**src/rtl/ternary_vector_mac_pkg.sv**
```systemverilog
// Shared trit encodings, kernel codes and FSM states for the ternary vector MAC.
package ternary_pkg;

  localparam logic [1:0] TRIT_ZERO = 2'b00;
  localparam logic [1:0] TRIT_POS  = 2'b01;
  localparam logic [1:0] TRIT_NEG  = 2'b10;
  localparam logic [1:0] TRIT_BAD  = 2'b11;

  localparam logic [2:0] KERNEL_DOT = 3'h1;
  localparam logic [2:0] KERNEL_MUL = 3'h3;

  typedef enum logic [1:0] {
    ST_IDLE,
    ST_RUN,
    ST_DRAIN,
    ST_OUT
  } state_t;

  function automatic logic is_kernel(input logic [2:0] op);
    return (op == KERNEL_DOT) || (op == KERNEL_MUL);
  endfunction

endpackage

```
**src/rtl/ternary_vector_mac_if.sv**
```systemverilog
// Beat input stream and result output stream of the ternary vector MAC.
interface ternary_vector_mac_if #(
  parameter int LANES = 8,
  parameter int ACC_W = 32
);
  logic                    in_valid;
  logic                    in_ready;
  logic [2*LANES-1:0]      weights;
  logic [2*LANES-1:0]      trits;
  logic                    out_valid;
  logic                    out_ready;
  logic signed [ACC_W-1:0] result;

  modport master (
    output in_valid, weights, trits, out_ready,
    input  in_ready, out_valid, result
  );

  modport slave (
    input  in_valid, weights, trits, out_ready,
    output in_ready, out_valid, result
  );
endinterface

```
**src/rtl/ternary_vector_mac_lane_sum.sv**
```systemverilog
// Combinational reduction of LANES ternary products to a signed beat sum.
module ternary_lane_sum
  import ternary_pkg::*;
#(
  parameter int LANES = 8,
  parameter int SUM_W = $clog2(LANES + 1) + 1
) (
  input  logic [2*LANES-1:0]      weights,
  input  logic [2*LANES-1:0]      trits,
  output logic signed [SUM_W-1:0] sum,
  output logic                    bad
);

  localparam logic signed [SUM_W-1:0] ONE = SUM_W'(1);

  always_comb begin
    sum = '0;
    bad = 1'b0;
    for (int unsigned i = 0; i < LANES; i++) begin
      // Illegal operands flag the beat but add nothing to the sum.
      if (weights[2*i +: 2] == TRIT_BAD || trits[2*i +: 2] == TRIT_BAD) begin
        bad = 1'b1;
      end else if (weights[2*i +: 2] != TRIT_ZERO && trits[2*i +: 2] != TRIT_ZERO) begin
        if (weights[2*i +: 2] == trits[2*i +: 2]) sum = sum + ONE;
        else                                       sum = sum - ONE;
      end
    end
  end

endmodule

```
**src/rtl/ternary_vector_mac.sv**
```systemverilog
// LANES-wide ternary dot-product / per-beat multiply engine with valid/ready streams.
// Optional saturating accumulation: define TERNARY_VMAC_SAT_EN.
module ternary_vector_mac
  import ternary_pkg::*;
#(
  parameter int LANES = 8,
  parameter int ACC_W = 32,
  parameter int LEN_W = 16
) (
  input  logic                 clk,
  input  logic                 reset,
  input  logic                 start,
  input  logic [2:0]           op_mode,
  input  logic [LEN_W-1:0]     len,
  ternary_vector_mac_if.slave  bus,
  output logic                 busy,
  output logic                 err_encoding
);

  localparam int SUM_W = $clog2(LANES + 1) + 1;

  state_t                  state;
  logic                    mul_mode;
  logic [LEN_W-1:0]        len_q;
  logic [LEN_W-1:0]        count;
  logic                    s1_valid;
  logic signed [SUM_W-1:0] s1_sum;
  logic signed [ACC_W-1:0] acc;
  logic signed [ACC_W-1:0] acc_next;
  logic signed [SUM_W-1:0] beat_sum;
  logic                    beat_bad;
  logic                    accept;
  logic [ACC_W:0]          wide;

  ternary_lane_sum #(
    .LANES (LANES),
    .SUM_W (SUM_W)
  ) u_lane_sum (
    .weights (bus.weights),
    .trits   (bus.trits),
    .sum     (beat_sum),
    .bad     (beat_bad)
  );

  assign accept = bus.in_valid && bus.in_ready;

  // Stage-2 value; one extra bit exposes signed overflow for the saturating build.
  always_comb begin
    wide = {acc[ACC_W-1], acc} + {{(ACC_W + 1 - SUM_W){s1_sum[SUM_W-1]}}, s1_sum};
`ifdef TERNARY_VMAC_SAT_EN
    if (wide[ACC_W] != wide[ACC_W-1])
      acc_next = wide[ACC_W] ? {1'b1, {(ACC_W-1){1'b0}}} : {1'b0, {(ACC_W-1){1'b1}}};
    else
      acc_next = wide[ACC_W-1:0];
`else
    acc_next = wide[ACC_W-1:0];
`endif
    if (mul_mode) acc_next = ACC_W'(s1_sum);
  end

  always_ff @(posedge clk) begin
    if (reset) begin
      state        <= ST_IDLE;
      mul_mode     <= 1'b0;
      len_q        <= '0;
      count        <= '0;
      s1_valid     <= 1'b0;
      s1_sum       <= '0;
      acc          <= '0;
      busy         <= 1'b0;
      err_encoding <= 1'b0;
      bus.in_ready <= 1'b0;
      bus.out_valid <= 1'b0;
      bus.result   <= '0;
    end else begin
      s1_valid <= accept;
      if (accept) begin
        s1_sum <= beat_sum;
        count  <= count + 1'b1;
        if (beat_bad) err_encoding <= 1'b1;
      end
      if (s1_valid) acc <= acc_next;

      case (state)
        ST_IDLE: begin
          if (start && is_kernel(op_mode)) begin
            mul_mode     <= (op_mode == KERNEL_MUL);
            len_q        <= len;
            acc          <= '0;
            count        <= '0;
            err_encoding <= 1'b0;
            busy         <= 1'b1;
            if (len == '0) begin
              state         <= ST_OUT;
              bus.out_valid <= 1'b1;
              bus.result    <= '0;
            end else begin
              state        <= ST_RUN;
              bus.in_ready <= 1'b1;
            end
          end
        end
        ST_RUN: begin
          if (accept && (mul_mode || (count + 1'b1) == len_q)) begin
            bus.in_ready <= 1'b0;
            state        <= ST_DRAIN;
          end
        end
        ST_DRAIN: begin
          // The last accepted beat reaches stage 2 here; publish its accumulation directly.
          if (s1_valid) begin
            bus.result    <= acc_next;
            bus.out_valid <= 1'b1;
            state         <= ST_OUT;
          end
        end
        ST_OUT: begin
          if (bus.out_ready) begin
            bus.out_valid <= 1'b0;
            if (mul_mode && count != len_q) begin
              state        <= ST_RUN;
              bus.in_ready <= 1'b1;
            end else begin
              state <= ST_IDLE;
              busy  <= 1'b0;
            end
          end
        end
        default: state <= ST_IDLE;
      endcase
    end
  end

endmodule

```
**src/flat_wrapper.sv**
```systemverilog
// flat-port wrapper written by rule: the top's interface ports become plain ports
module ternary_vector_mac_flat import ternary_pkg::*;
#(
  parameter int LANES = 8,
  parameter int ACC_W = 32,
  parameter int LEN_W = 16
)
  (clk, reset, start, op_mode, len, busy, err_encoding, bus_in_valid, bus_weights, bus_trits, bus_out_ready, bus_in_ready, bus_out_valid, bus_result);
  ternary_vector_mac_if #(.LANES(LANES), .ACC_W(ACC_W)) bus_i ();
  input  logic clk;
  input  logic reset;
  input  logic start;
  input  logic [2:0] op_mode;
  input  logic [LEN_W-1:0] len;
  output logic busy;
  output logic err_encoding;
  input wire logic [$bits(bus_i.in_valid)-1:0] bus_in_valid;
  input wire logic [$bits(bus_i.weights)-1:0] bus_weights;
  input wire logic [$bits(bus_i.trits)-1:0] bus_trits;
  input wire logic [$bits(bus_i.out_ready)-1:0] bus_out_ready;
  output wire logic [$bits(bus_i.in_ready)-1:0] bus_in_ready;
  output wire logic [$bits(bus_i.out_valid)-1:0] bus_out_valid;
  output wire logic [$bits(bus_i.result)-1:0] bus_result;
  assign bus_i.in_valid = bus_in_valid;
  assign bus_i.weights = bus_weights;
  assign bus_i.trits = bus_trits;
  assign bus_i.out_ready = bus_out_ready;
  assign bus_in_ready = bus_i.in_ready;
  assign bus_out_valid = bus_i.out_valid;
  assign bus_result = bus_i.result;
  ternary_vector_mac #(.LANES(LANES), .ACC_W(ACC_W), .LEN_W(LEN_W)) u_core (.clk(clk), .reset(reset), .start(start), .op_mode(op_mode), .len(len), .bus(bus_i), .busy(busy), .err_encoding(err_encoding));
endmodule
```
**config.mk**
```make
export PLATFORM = sky130hd
export DESIGN_NAME = ternary_vector_mac_flat
export DESIGN_NICKNAME = d
export VERILOG_FILES = /design/src/rtl/ternary_vector_mac_pkg.sv /design/src/rtl/ternary_vector_mac_if.sv /design/src/rtl/ternary_vector_mac_lane_sum.sv /design/src/rtl/ternary_vector_mac.sv /design/src/flat_wrapper.sv
export SDC_FILE = /design/constraint.sdc
export NUM_CORES = 1
export LEC_CHECK = 0
export ABC_CLOCK_PERIOD_IN_PS = 7600
export BUFFER_PORTS_ARGS = -buffer_cell sky130_fd_sc_hd__buf_2
export CAP_MARGIN = 20
export CORE_MARGIN = 2
export CORE_UTILIZATION = 50
export CTS_CLUSTER_DIAMETER = 200
export DETAILED_ROUTE_END_ITERATION = 10
export PLACE_DENSITY = 0.72
export RECOVER_POWER = 25
export SLEW_MARGIN = 20
export SYNTH_ARGS = -nofsm -noshare
export SYNTH_HDL_FRONTEND = slang
export SYNTH_HIERARCHICAL = 1
export SYNTH_SLANG_ARGS = --single-unit
```
**constraint.sdc**
```tcl
create_clock -name clk -period 7.6 [get_ports clk]
set_clock_uncertainty 0.2 [all_clocks]
set_input_delay 0.38 -clock clk [delete_from_list [all_inputs] [get_ports clk]]
set_output_delay 0.38 -clock clk [all_outputs]
set_load 0.01 [all_outputs]
```
### Yosys cells after proc, flatten, opt, wreduce, memory -nomap -nowiden

Cells that the tools add are included.

* output and inout bits: 36
* register bits after elaboration: 109
* word-level logic and storage cells: 186

* reduce and logical (&&, ||, !) cells: 50
* eq/ne operators: 39
* add/subtract/negate cells: 16
* mux-type cells: 69

Operators by type and width (number)
* 32-bit two-way mux: 7
* 5-bit two-way mux: 24
* 32-bit case mux with 2 select lines: 1
* 16-bit two-way mux: 3
* 2-bit equality test, second input constant: 18
* 2-bit nonzero test: 18
* 5-bit by 2-bit adder with 5-bit output, second input constant: 7
* 5-bit by 2-bit subtractor with 5-bit output, second input constant: 7
* 32-bit by 5-bit adder with 32-bit output: 1
* 1-bit two-way mux: 25
* 16-bit by 1-bit adder with 16-bit output, second input constant: 1
* 16-bit equality test: 1
* 2-bit equality test: 8
* 16-bit logical NOT: 1
* 16-bit != test: 1
* 1-bit logical AND: 12
* 4-bit AND reduction: 3
* 1-bit logical OR: 10
* 2-bit two-way mux: 5
* 2-bit by 1-bit != test with 1-bit output, second input constant: 5
* 2-bit case mux with 4 select lines: 1
* 2-bit != test, second input constant: 3
* 1-bit case mux with 3 select lines: 2
* 6-bit AND reduction: 1
* other kinds (8): 9

### Depth between registers and ports, before layout

Gate-level depths: netlist (run 1).

* depth in word-level cells: 32
* depth in mapped cells: 37
* mapped depth without buffers: 37

### By module

Netlist (run 1), hierarchy kept.

Modules (own cells, without submodules)
* ternary_vector_mac: area each 6723.9 µm², cells an instance 851, sequential area each 2182.1 µm², times used 1
* ternary_lane_sum: area each 1973.1 µm², cells an instance 254, sequential area each 0.0 µm², times used 1

### Least setup slack after synthesis (run 1)

OpenSTA, ideal clock, no wires.

* path type: input-to-reg
* start point: input bus_trits[0]
* end point: register u_core.s1_sum[4]
* path buffers: 0
* setup time: 71 ps
* stages on the path: 35
* arrival time: 7562 ps
* setup slack: -233 ps
* cells stage by stage: or4bb_1 > nand2_1 > fa_1 > fa_1 > or3_1 > and2_2 > ha_1 > mux2i_1 > nor2_1 > o21ai_0 > o21ai_0 > ha_1 > or4_1 > o2111a_1 > a21oi_1 > ha_1 > inv_1 > and3_1 > o32ai_1 > ha_1 > and2_1 > mux2i_1 > o21a_1 > ha_1 > xor2_1 > mux2_2 > ha_1 > a21oi_1 > xnor2_1 > nand2_1 > xnor2_1 > xnor2_1 > xnor2_1 > nand2_1 > a21oi_1

* cells in the longest elaborated chain, start to end: 32
* elaborated cells on any way between the ends: 43
* classes of those cells: 14 x add/sub; 2 x eq/ne; 24 x mux; 3 x reduce/logical

Ends and longest elaborated chain
* start, declared: line flat_wrapper.sv:19 `input wire logic [$bits(bus_i.trits)-1:0] bus_trits;`
* 2-bit equality test or 2-bit nonzero test (tied branches): line ternary_vector_mac_lane_sum.sv:24, ternary_vector_mac_lane_sum.sv:23
* 5-bit two-way mux or 1-bit logical AND (tied branches): line ternary_vector_mac_lane_sum.sv:24, ternary_vector_mac_lane_sum.sv:23
* 5-bit two-way mux: line ternary_vector_mac_lane_sum.sv:23 `end else if (weights[2*i +: 2] != TRIT_ZERO && trits[2*i +: 2] != TRIT_ZERO) begin`
* 5-bit two-way mux (*): line ternary_vector_mac_lane_sum.sv:21 `if (weights[2*i +: 2] == TRIT_BAD || trits[2*i +: 2] == TRIT_BAD) begin`
* 5-bit by 2-bit subtractor with 5-bit output or 5-bit by 2-bit adder with 5-bit output (tied branches): line ternary_vector_mac_lane_sum.sv:25, ternary_vector_mac_lane_sum.sv:24
* 5-bit two-way mux: line ternary_vector_mac_lane_sum.sv:24 `if (weights[2*i +: 2] == trits[2*i +: 2]) sum = sum + ONE;`
* 5-bit two-way mux: line ternary_vector_mac_lane_sum.sv:23
* 5-bit two-way mux (*): line ternary_vector_mac_lane_sum.sv:21
* [17 not listed]
* 5-bit two-way mux: line ternary_vector_mac_lane_sum.sv:24
* 5-bit two-way mux: line ternary_vector_mac_lane_sum.sv:23
* 5-bit two-way mux (*): line ternary_vector_mac_lane_sum.sv:21
* 5-bit by 2-bit subtractor with 5-bit output or 5-bit by 2-bit adder with 5-bit output (tied branches): line ternary_vector_mac_lane_sum.sv:25, ternary_vector_mac_lane_sum.sv:24
* 5-bit two-way mux: line ternary_vector_mac_lane_sum.sv:24
* 5-bit two-way mux: line ternary_vector_mac_lane_sum.sv:23
* 5-bit two-way mux (*): line ternary_vector_mac_lane_sum.sv:21
* net u_core.beat_sum[4]: line ternary_vector_mac.sv:30 `logic signed [SUM_W-1:0] beat_sum;`
* end signal, assigned: line ternary_vector_mac.sv:78 `s1_sum <= beat_sum;`
* end, declared: line ternary_vector_mac.sv:27 `logic signed [SUM_W-1:0] s1_sum;`

The timed path passes the listed nets; every way through them passes the cells marked *.
A chain may end at the register's enable or synchronous reset.

### Final worst setup path (run 1)

* start point: input bus_trits[1]
* end point: register u_core.s1_sum[4]

The elaborated chain is that of the path after synthesis.

==> results of run 1 <==
report_power, final:
group | internal, mW | switching, mW | total [mW] | leakage, nW
sequential | 0.599 | 0.0226 | 0.621 | 0.882
combinational | 0.603 | 0.658 | 1.26 | 3.15
clock | 0.289 | 0.211 | 0.501 | 0.147
state kept, by name, summed over array words and instances (netlist names):
name and cells:
u_core/busy 1, u_core/bus.in_ready 1, u_core/s1_sum 5, u_core/acc 32, u_core/state 2, u_core/len_q 16, u_core/mul_mode 1, u_core/bus.out_valid 1
u_core/count 16, u_core/s1_valid 1, u_core/bus.result 32, u_core/err_encoding 1
worst max-delay path, delay by kind of cell:
kind	cells	cell delay (ps)
adder cells (fa/ha/maj)	7	2210
multiplexers	3	750
AO/OA/AOI/OAI	8	1540
XOR/XNOR	5	770
AND/OR/NAND/NOR	8	1540
buffers and inverters	4	390
per-stage QoR:
stage          hold slack [ps]  setup TNS (ps)  instance area (um2)  std cells  worst slack, ps
2_1_floorplan              248               0                 8750       1105            0.566
3_3_place_gp               241            -230                 9580       1410             -230
3_5_place_dp               245            -538                 9580       1410             -428
4_1_cts                   67.1           -13.2                10100       1435            -13.2
5_1_grt                   75.4            -218                10100       1440             -218
6_report                  70.6               0                10100       1440             90.6
path summary, 6_finish.rpt:
| check | end | slack (ps) | cells after the start |
|---|---|---|---|
| hold reg to reg | u_core/bus.result[28]$_SDFFE_PP0P_ | 260 | 2 |
| setup reg to reg | u_core/acc[30]$_SDFF_PP0_ | 3880 | 9 |
| setup / recovery | u_core/s1_sum[4]$_SDFFE_PP0P_ | 90 | 35 |
| hold / removal | u_core/mul_mode$_SDFFE_PP0P_ | 70 | 3 |
what timing repair did:
item / 4_1_cts / 5_1_grt
pin swaps: 26 / 23
gates resized for setup: 20 / 15
setup buffers: 10 / 5
hold buffers: 0 / 0
cloned: 0 / 0
endpoints found under the setup margin: 1 / 2
cells by family after synthesis:
| kind of cell | count (synthesis) | synth area share [%] |
|---|---|---|
| buffers and inverters | 101 | 4.66 |
| AO/OA/AOI/OAI | 322 | 23.8 |
| flip-flops | 109 | 25.1 |
| XOR/XNOR | 111 | 11.3 |
| adder cells (fa/ha/maj) | 65 | 10.2 |
| multiplexers | 30 | 3.91 |
| AND/OR/NAND/NOR | 367 | 21.0 |
synthesized netlist by cell type (8+ instances only):
cell,n,area share (%)
nand2_1,113,4.9
dfxtp_1,109,25
a21oi_1,99,5.7
nor2_1,97,4.2
o21ai_0,67,3.9
xnor2_1,63,6.3
ha_1,55,7.9
xor2_1,47,4.7
inv_1,46,2.0
clkbuf_1,39,1.7
nand3_1,34,2.0
a21o_1,27,2.3
o21a_1,22,1.9
nor3_1,20,1.2
mux2i_1,19,2.2
a211oi_1,14,1.2
nand4_1,14,1.0
nand2b_1,12,0.86
a31oi_1,11,0.79
and2_1,10,0.72
fa_1,10,2.3
nor4_1,10,0.72
o211ai_1,9,0.78
a22oi_1,8,0.69
and3_1,8,0.58
routing by layer:
metal / global-route usage [%] / vias to the layer above
met5: 0 / -
li1: - / 4181
met4: 6.89 / 0
met1: 34.2 / 3823
met2: 37.1 / 209
met3: 2.87 / 28
layout make-up:
class                   count  area, um2
clock buffers              12        236
repair buffers            148        862
multi-input cells         895       6320
well taps                 225        282
inverters                  48        183
fillers                  1591       7040
flip-flops and latches    109       2180
clock inverters             3       68.8
==> out/metrics.yaml, run 1 <==
power:
  p_per_area_nw_per_um2: 235
  irDropWorstVdd_mv: 0.125
  total_power_mw: 2.38
  leakage_nw: 4.18
die:
  die_h_um: 136
  ios: 92
  die_area_um2: 18500
  rows: 48
  core_area_um2: 17200
  die_x_um: 136
  start_util_pct: 50.6
timing:
  hold_viol: 0
  period_share_pct: 98.8
  slew_violations: 0
  max_freq_mhz: 133
  worst_slew_pin_slew_ps: 1120
  timing.slew.headroom_pct: 25.3
  rsz0062_at_grt: "true"
  setup_violations: 0
  min_period_ps: 7510
setup_path:
  start_kind: "input pin"
  critical-path-slowest-cell: "or4bb_4"
  end_kind: "register"
  crit_start: "bus_trits[1]"
  r2r-start: "u_core/s1_sum[4]$_SDFFE_PP0P_"
  required_ps: 7680
  critPathKind: "in2reg"
  max_stage_delay_ps: 550
  arrival_ps: 7590
  cp_max_fo: 4
  cpMostUsedCell: "xnor2_1"
cts:
  cts_sinks: 109
  cts.htree.levels: 3
  clock_latency_ps: 350
  cts_root_buf: "clkbuf_16"
  path_clk_slew_ps: 70
  clock_tree.buffer_depth: 2
  cts_made_buffers: 9
  cts_tree: "built"
logic_synthesis:
  yosysSeqAreaShare_pct: 25.1
  synth_area_um2: 8700
  yosys_warnings: 6
  synthArstFlopShare_pct: 0
  synth-edff-count: 0
  syn-num-nets: 1226
  syn_inst: 1105
  synthDistinctLibCells: 89
  ys_ff_latch: 109
  syn_area_per_cell_um2: 7.87
  ys.flop_type: "dfxtp_1"
cells_and_area:
  drive_gt1_share_pct: 15.7
  syn2layout_area_growth_pct: 16.6
  final_util_pct: 59.0
  antenna_cells: 0
  layout.nets: 1332
  final_cell_mix: "nand2_1, dfxtp_1, nor2_1, a21oi_1, o21ai_0"
  final_common_cell: "nand2_1"
drt:
  wirelength_mm: 21.9
  drtIter0Drc: 654
  wl_per_cell_um: 15.2
  num_vias: 8241
  wl_met3_mm: 1.11
  antenna_left: 0
  wl_met1_mm: 11.0
  dr.max_layer_used: "met4"
  drc: 0
  drt-vias-per-instance: 5.72
  wl_met2_mm: 9.41
  first_pass_iters: 5
global_routing:
  grt_pass1_vias: 7590
  grt_antenna_before_repair: 0
  gr-usage-all-layers_pct: 23.7
  grt_pass1_wl_mm: 36.0
  grt_max_degree: 56
  overflow: 0
place:
  dp_hpwl_mm: 15.8
  place_congestion: 0.886
  placement.io_buffers: 91
run_status:
  status: "finished clean"
flow_run:
  cap_violations: 0
min_path:
  hold_class: "in2reg"
  worstHoldStart: "op_mode[1]"
(Power assumes the default switching activity.)
==> run 2, diff against run 1 <==
--- a/config.mk
+++ b/config.mk
@@ -14,6 +14,7 @@
 export DETAILED_ROUTE_END_ITERATION = 10
 export PLACE_DENSITY = 0.72
 export RECOVER_POWER = 25
+export SETUP_SLACK_MARGIN = 0.15
 export SLEW_MARGIN = 20
 export SYNTH_ARGS = -nofsm -noshare
 export SYNTH_HDL_FRONTEND = slang
==> run 2 against run 1 <==
- worst hold slack worse by 9.4 ps
- largest cell class unchanged
- combinational power shrank 5%
- sequential share of layout area grew 0.12 points
- flip-flop and latch count stayed put
- largest power group unchanged
- die area stayed put
- highest routed layer unchanged
==> out/metrics.yaml, run 2 (synthesis gave the netlist of run 1 again) <==
run_status:
  status: "finished clean"
cts:
  cts_sinks: 109  # unchanged
  clock_tree.buffer_depth: 2  # unchanged
  clock_latency_ps: 360  # about the same
  cts.htree.levels: 3  # unchanged
  cts_made_buffers: 9  # unchanged
  cts_tree: "built"
  cts_root_buf: "clkbuf_16"
  path_clk_slew_ps: 70  # about the same
global_routing:
  grt_pass1_vias: 7377  # -2.8%
  grt_max_degree: 56  # unchanged
  grt_antenna_before_repair: 0  # unchanged
  gr-usage-all-layers_pct: 23.4  # -0.30 points
  overflow: 0  # unchanged
  grt_pass1_wl_mm: 35.5  # -1.5%
timing:
  period_share_pct: 98.6  # -0.20 points
  timing.slew.headroom_pct: 27.7  # +2.4 points
  rsz0062_at_grt: "true"
  hold_viol: 0  # unchanged
  slew_violations: 0  # unchanged
  worst_slew_pin_slew_ps: 1080  # -32.1 ps
  max_freq_mhz: 133  # +0.21%
  min_period_ps: 7490  # -15.5 ps
  setup_violations: 0  # unchanged
min_path:
  hold_class: "in2reg"
power:
  irDropWorstVdd_mv: 0.137  # +10%
  total_power_mw: 2.39  # +0.33%
  p_switching_mw: 0.890  # -0.25%
  leakage_nw: 4.18  # -0.14%
  p_clk_share_pct: 23.4  # +2.4 points
  power.internal_mw: 1.50  # +0.68%
  power_frac_comb_pct: 50.3  # -2.6 points
  p_per_area_nw_per_um2: 237  # +0.89%
  power_frac_seq_pct: 26.3  # +0.2 points
  sw_frac_of_total_pct: 37.2  # -0.22 points
cells_and_area:
  drive_gt1_share_pct: 15.0  # -0.72 points
  layout.nets: 1323  # -0.68%
  final_common_cell: "nand2_1"
  final_cells: 1432  # -0.56%
  final_cell_mix: "nand2_1, dfxtp_1, nor2_1, a21oi_1, o21ai_0"
  top_regs: "u_core/acc x32, u_core/bus.result x32"
  antenna_cells: 0  # unchanged
  fill_cells: 1608  # +1.1%
  syn2layout_area_growth_pct: 15.9
setup_path:
  start_kind: "input pin"
  cp_max_fo: 4  # unchanged
  required_ps: 7670  # about the same
  arrival_ps: 7570  # -20 ps
  max_stage_delay_ps: 540  # about the same
  cpMostUsedCell: "xnor2_1"
  end_kind: "register"
  critical-path-slowest-cell: "or4bb_4"
  critPathKind: "in2reg"
drt:
  drc: 0  # unchanged
  num_vias: 8151  # -1.1%
  wirelength_mm: 21.9  # -0.32%
  drt-vias-per-instance: 5.69  # -0.54%
  antenna_left: 0  # unchanged
  first_pass_iters: 7  # +2
  drtIter0Drc: 714  # +9.2%
  wl_per_cell_um: 15.3  # +0.24%
flow_run:
  cap_violations: 0  # unchanged
place:
  place_congestion: 0.906  # +2.3%
  placement.io_buffers: 91  # unchanged
  dp_hpwl_mm: 16.0  # +1.6%
  dp_cells: 1408  # -0.14%
die:
  ios: 92  # unchanged
  rows: 48  # unchanged
  die_area_um2: 18500  # unchanged
  start_util_pct: 50.6  # unchanged
  die_h_um: 136  # unchanged
  die_x_um: 136  # unchanged
  core_area_um2: 17200  # unchanged
==> run 2: worst paths after layout <==
check                                           from                            endpoint  slack (ps)  cells past startpoint
setup / recovery                        bus_trits[0]       u_core/s1_sum[4]$_SDFFE_PP0P_         110                     33
hold / removal                            op_mode[1]        u_core/mul_mode$_SDFFE_PP0P_          60                      3
setup reg to reg       u_core/s1_sum[4]$_SDFFE_PP0P_           u_core/acc[30]$_SDFF_PP0_        3840                      9
hold reg to reg   u_core/bus.result[28]$_SDFFE_PP0P_  u_core/bus.result[28]$_SDFFE_PP0P_         260                      2
==> run 2: layer usage <==
layer  global-route usage, %  up-vias  routed length [um]
met5                       0        -                   0
met4                    5.56        0                 257
met3                    3.28       23                1060
met2                    36.1      221                9430
met1                    34.5     3758               11100
li1                        -     4149                   -
==> run 2: power groups by stage <==
stage / clock (mW) / sequential (mW) / combinational (mW)
2_1_floorplan: 0 / 0.641 / 0.849
4_1_cts: 0.570 / 0.629 / 1.15
5_1_grt: 0.595 / 0.633 / 1.33
3_3_place_gp: 0 / 0.641 / 1.10
6_report: 0.560 / 0.629 / 1.20
3_5_place_dp: 0 / 0.642 / 1.13
==> run 2: final cells by class <==
cell class / instances / area [um2] / area share, %
well taps: 225 / 282 / 2.79
inverters: 48 / 183 / 1.81
flip-flops and latches: 109 / 2180 / 21.7
multi-input cells: 895 / 6280 / 62.3
repair buffers: 139 / 795 / 7.88
clock inverters: 6 / 119 / 1.18
clock buffers: 10 / 239 / 2.37
==> run 2: metrics by stage <==
stage               setup TNS [ps]  worst slack [ps]  util (%)  cell area, um2  hold WS [ps]
finish                           0               106      58.7           10100          61.2
global route                  -194              -194      58.7           10100          57.9
CTS                              0               185      58.2           10000          58.1
detailed placement            -229              -229      56.0            9610           246
global placement             -52.8             -52.8      56.0            9610           238
floorplan                        0               164         -            8800           248
==> run 2: repair_timing <==
action | in CTS | in global routing
setup endpoints to repair | 1 | 2
buffers inserted | 3 | 4
resized for setup | 1 | 23
pin swaps | 0 | 9
hold buffers | 0 | 0
==> run 2: critical path, delay by kind of cell <==
family	cells	cell delay, ps
fa+ha+maj	7	2360
simple gates	9	1880
mux	4	1140
xor+xnor	6	850
compound gates	5	760
buf+inv	2	180
==> run 3, diff against run 2 <==
--- a/config.mk
+++ b/config.mk
@@ -8,7 +8,6 @@
 export ABC_CLOCK_PERIOD_IN_PS = 7600
 export BUFFER_PORTS_ARGS = -buffer_cell sky130_fd_sc_hd__buf_2
 export CAP_MARGIN = 20
-export CORE_MARGIN = 2
 export CORE_UTILIZATION = 50
 export CTS_CLUSTER_DIAMETER = 200
 export DETAILED_ROUTE_END_ITERATION = 10
==> run 3 against run 2 <==
- first-iteration DRC count shrank 24%
- cell count shrank 0.21%
- setup slack gained 5.3 ps
- wire length grew 0.73%
- via count grew 1.0%
- register-to-register slack gained 50 ps
- die area shrank 2.9%
- utilization grew 0.94 points
- critical path depth is the same
==> out/metrics.yaml, run 3 (synthesis gave the netlist of run 1 again) <==
setup_path:
  r2r-end: "u_core/bus.result[30]$_SDFFE_PP0P_"
  critical-path-slowest-cell: "or4bb_1"
  reg2regPathDepth: 9  # unchanged
  crit_start: "bus_weights[0]"
  cp_max_fo: 4  # unchanged
  cpMostUsedCell: "xnor2_1"
  required_ps: 7690  # +20 ps
  reg2reg_slack_ps: 3890  # +50 ps
  arrival_ps: 7580  # about the same
  critPathKind: "in2reg"
  critPathCapture: "u_core/s1_sum[4]$_SDFFE_PP0P_"
  r2r-start: "u_core/s1_sum[4]$_SDFFE_PP0P_"
  end_kind: "register"
  max_stage_delay_ps: 530  # about the same
  start_kind: "input pin"
drt:
  wl_per_cell_um: 15.4  # +0.94%
  drc: 0  # unchanged
  antenna_left: 0  # unchanged
  wirelength_mm: 22.0  # +0.73%
  drtIter0Drc: 546  # -24%
  first_pass_iters: 5  # -2
  drt-vias-per-instance: 5.76  # +1.2%
  num_vias: 8233  # +1.0%
timing:
  max_freq_mhz: 134  # about the same
  timing.slew.headroom_pct: 35.6  # +7.9 points
  slew_violations: 0  # unchanged
  rsz0062_at_grt: "true"
  period_share_pct: 98.5  # about the same
  hold_viol: 0  # unchanged
  worst_slew_pin_slew_ps: 963  # -122 ps
  tns_ps: 0  # unchanged
  setup_slack_ps: 111  # +5.30 ps
  setup_violations: 0  # unchanged
  min_period_ps: 7490  # -5.30 ps
  whs_ps: 59.9  # -1.33 ps
die:
  ios: 92  # unchanged
  die_x_um: 134  # -1.5%
  start_util_pct: 51.9  # +1.3 points
  rows: 47  # -2.1%
  core_area_um2: 16800  # -2.4%
  die_area_um2: 17900  # -2.9%
  die_h_um: 134  # -1.5%
power:
  power.internal_mw: 1.43  # -4.8%
  power_frac_seq_pct: 27.1  # +0.8 points
  sw_frac_of_total_pct: 38.5  # +1.3 points
  p_per_area_nw_per_um2: 232  # -2.0%
  p_clk_share_pct: 21.1  # -2.3 points
  p_switching_mw: 0.895  # +0.55%
  leakage_nw: 4.14  # -0.87%
  irDropWorstVdd_mv: 0.117  # -15%
  power_frac_comb_pct: 51.8  # +1.5 points
  total_power_mw: 2.32  # -2.8%
place:
  placement.io_buffers: 91  # unchanged
  preCtsSetupSlack_ps: -261  # -32.0 ps
  dp_cells: 1403  # -0.36%
  dpl_cell_area_um2: 9610  # about the same
  place_congestion: 0.876  # -3.4%
  dp_hpwl_mm: 15.9  # -0.88%
flow_run:
  cap_violations: 0  # unchanged
min_path:
  hold_class: "in2reg"
cells_and_area:
  drive_gt1_share_pct: 14.7  # -0.27 points
  final_cell_mix: "nand2_1, dfxtp_1, nor2_1, a21oi_1, o21ai_0"
  final_cells: 1429  # -0.21%
  final_util_pct: 59.6  # +0.94 points
  syn2layout_area_growth_pct: 14.9
  antenna_cells: 0  # unchanged
  final_common_cell: "nand2_1"
  final_area_um2: 10000  # -0.86%
  top_regs: "u_core/acc x32, u_core/bus.result x32"
  layout.nets: 1325  # +0.15%
global_routing:
  grt_max_degree: 56  # unchanged
  overflow: 0  # unchanged
  gr-usage-all-layers_pct: 24.5  # +1.1 points
  grt_pass1_vias: 7352  # -0.34%
  grt_antenna_before_repair: 0  # unchanged
  grt_pass1_wl_mm: 36.2  # +1.9%
run_status:
  status: "finished clean"
cts:
  cts_root_buf: "clkbuf_16"
  cts_hold_buf: 0  # unchanged
  cts.htree.levels: 3  # unchanged
  clock_tree.buffer_depth: 2  # unchanged
  cts_made_buffers: 9  # unchanged
  clock_latency_ps: 360  # about the same
  cts_sinks: 109  # unchanged
  path_clk_slew_ps: 80  # about the same
  cts_tree: "built"
run 3: cell types whose count changed in the layout (fill, tap and decap cells not counted), sizes merged:
cell | previous run | this run
clkinvlp | 0 | 1
buf | 104 | 106
clkbuf | 45 | 44
inv | 48 | 50
bufinv | 3 | 1
run 3: power groups by stage:
| stage | sequential (mW) | clock [mW] | combinational [mW] |
|---|---|---|---|
| global route | 0.634 | 0.526 | 1.33 |
| finish | 0.629 | 0.491 | 1.20 |
| floorplan | 0.641 | 0 | 0.849 |
| CTS | 0.629 | 0.500 | 1.16 |
| global placement | 0.641 | 0 | 1.11 |
| detailed placement | 0.642 | 0 | 1.13 |
run 3: critical path, delay by kind of cell:
family	cells	cell delay [ps]
fa+ha+maj	7	2310
simple gates	9	1930
mux	4	1130
xor+xnor	6	860
compound gates	5	770
buf+inv	2	180
run 3: per-layer routing:
metal / vias up / track usage [%] / share of wire [%]
li1: 4172 / - / -
met3: 20 / 3.51 / 5.1
met2: 233 / 37.9 / 43
met4: 0 / 5.18 / 1.3
met5: - / 0 / 0
met1: 3808 / 35.8 / 50
run 3: layout make-up:
class / count / area [um2]
clock buffer: 9 / 225
clock inverter: 7 / 80.1
fill: 1528 / 6760
inverter: 48 / 180
multi-input combinational: 895 / 6260
sequential: 109 / 2190
tap: 220 / 275
timing repair buffer: 141 / 787
run 3: timing repair:
action,4_1_cts,5_1_grt
buffers inserted,4,5
pin swaps,0,4
endpoints found under the setup margin,1,2
resized for setup,1,9
run 3: how the worst min path moves through the flow:
| stage | endpoint | from | cells past startpoint |
|---|---|---|---|
| after CTS | u_core/mul_mode$_SDFFE_PP0P_ | op_mode[1] | 3 |
| after global placement | u_core/bus.result[28]$_SDFFE_PP0P_ | u_core/bus.result[28]$_SDFFE_PP0P_ | 2 |
| final | u_core/mul_mode$_SDFFE_PP0P_ | op_mode[1] | 3 |
| after detailed placement | u_core/bus.result[28]$_SDFFE_PP0P_ | u_core/bus.result[28]$_SDFFE_PP0P_ | 2 |
| after global routing | u_core/mul_mode$_SDFFE_PP0P_ | op_mode[1] | 3 |
| after floorplan | u_core/len_q[0]$_SDFFE_PP0P_ | u_core/len_q[0]$_SDFFE_PP0P_ | 2 |
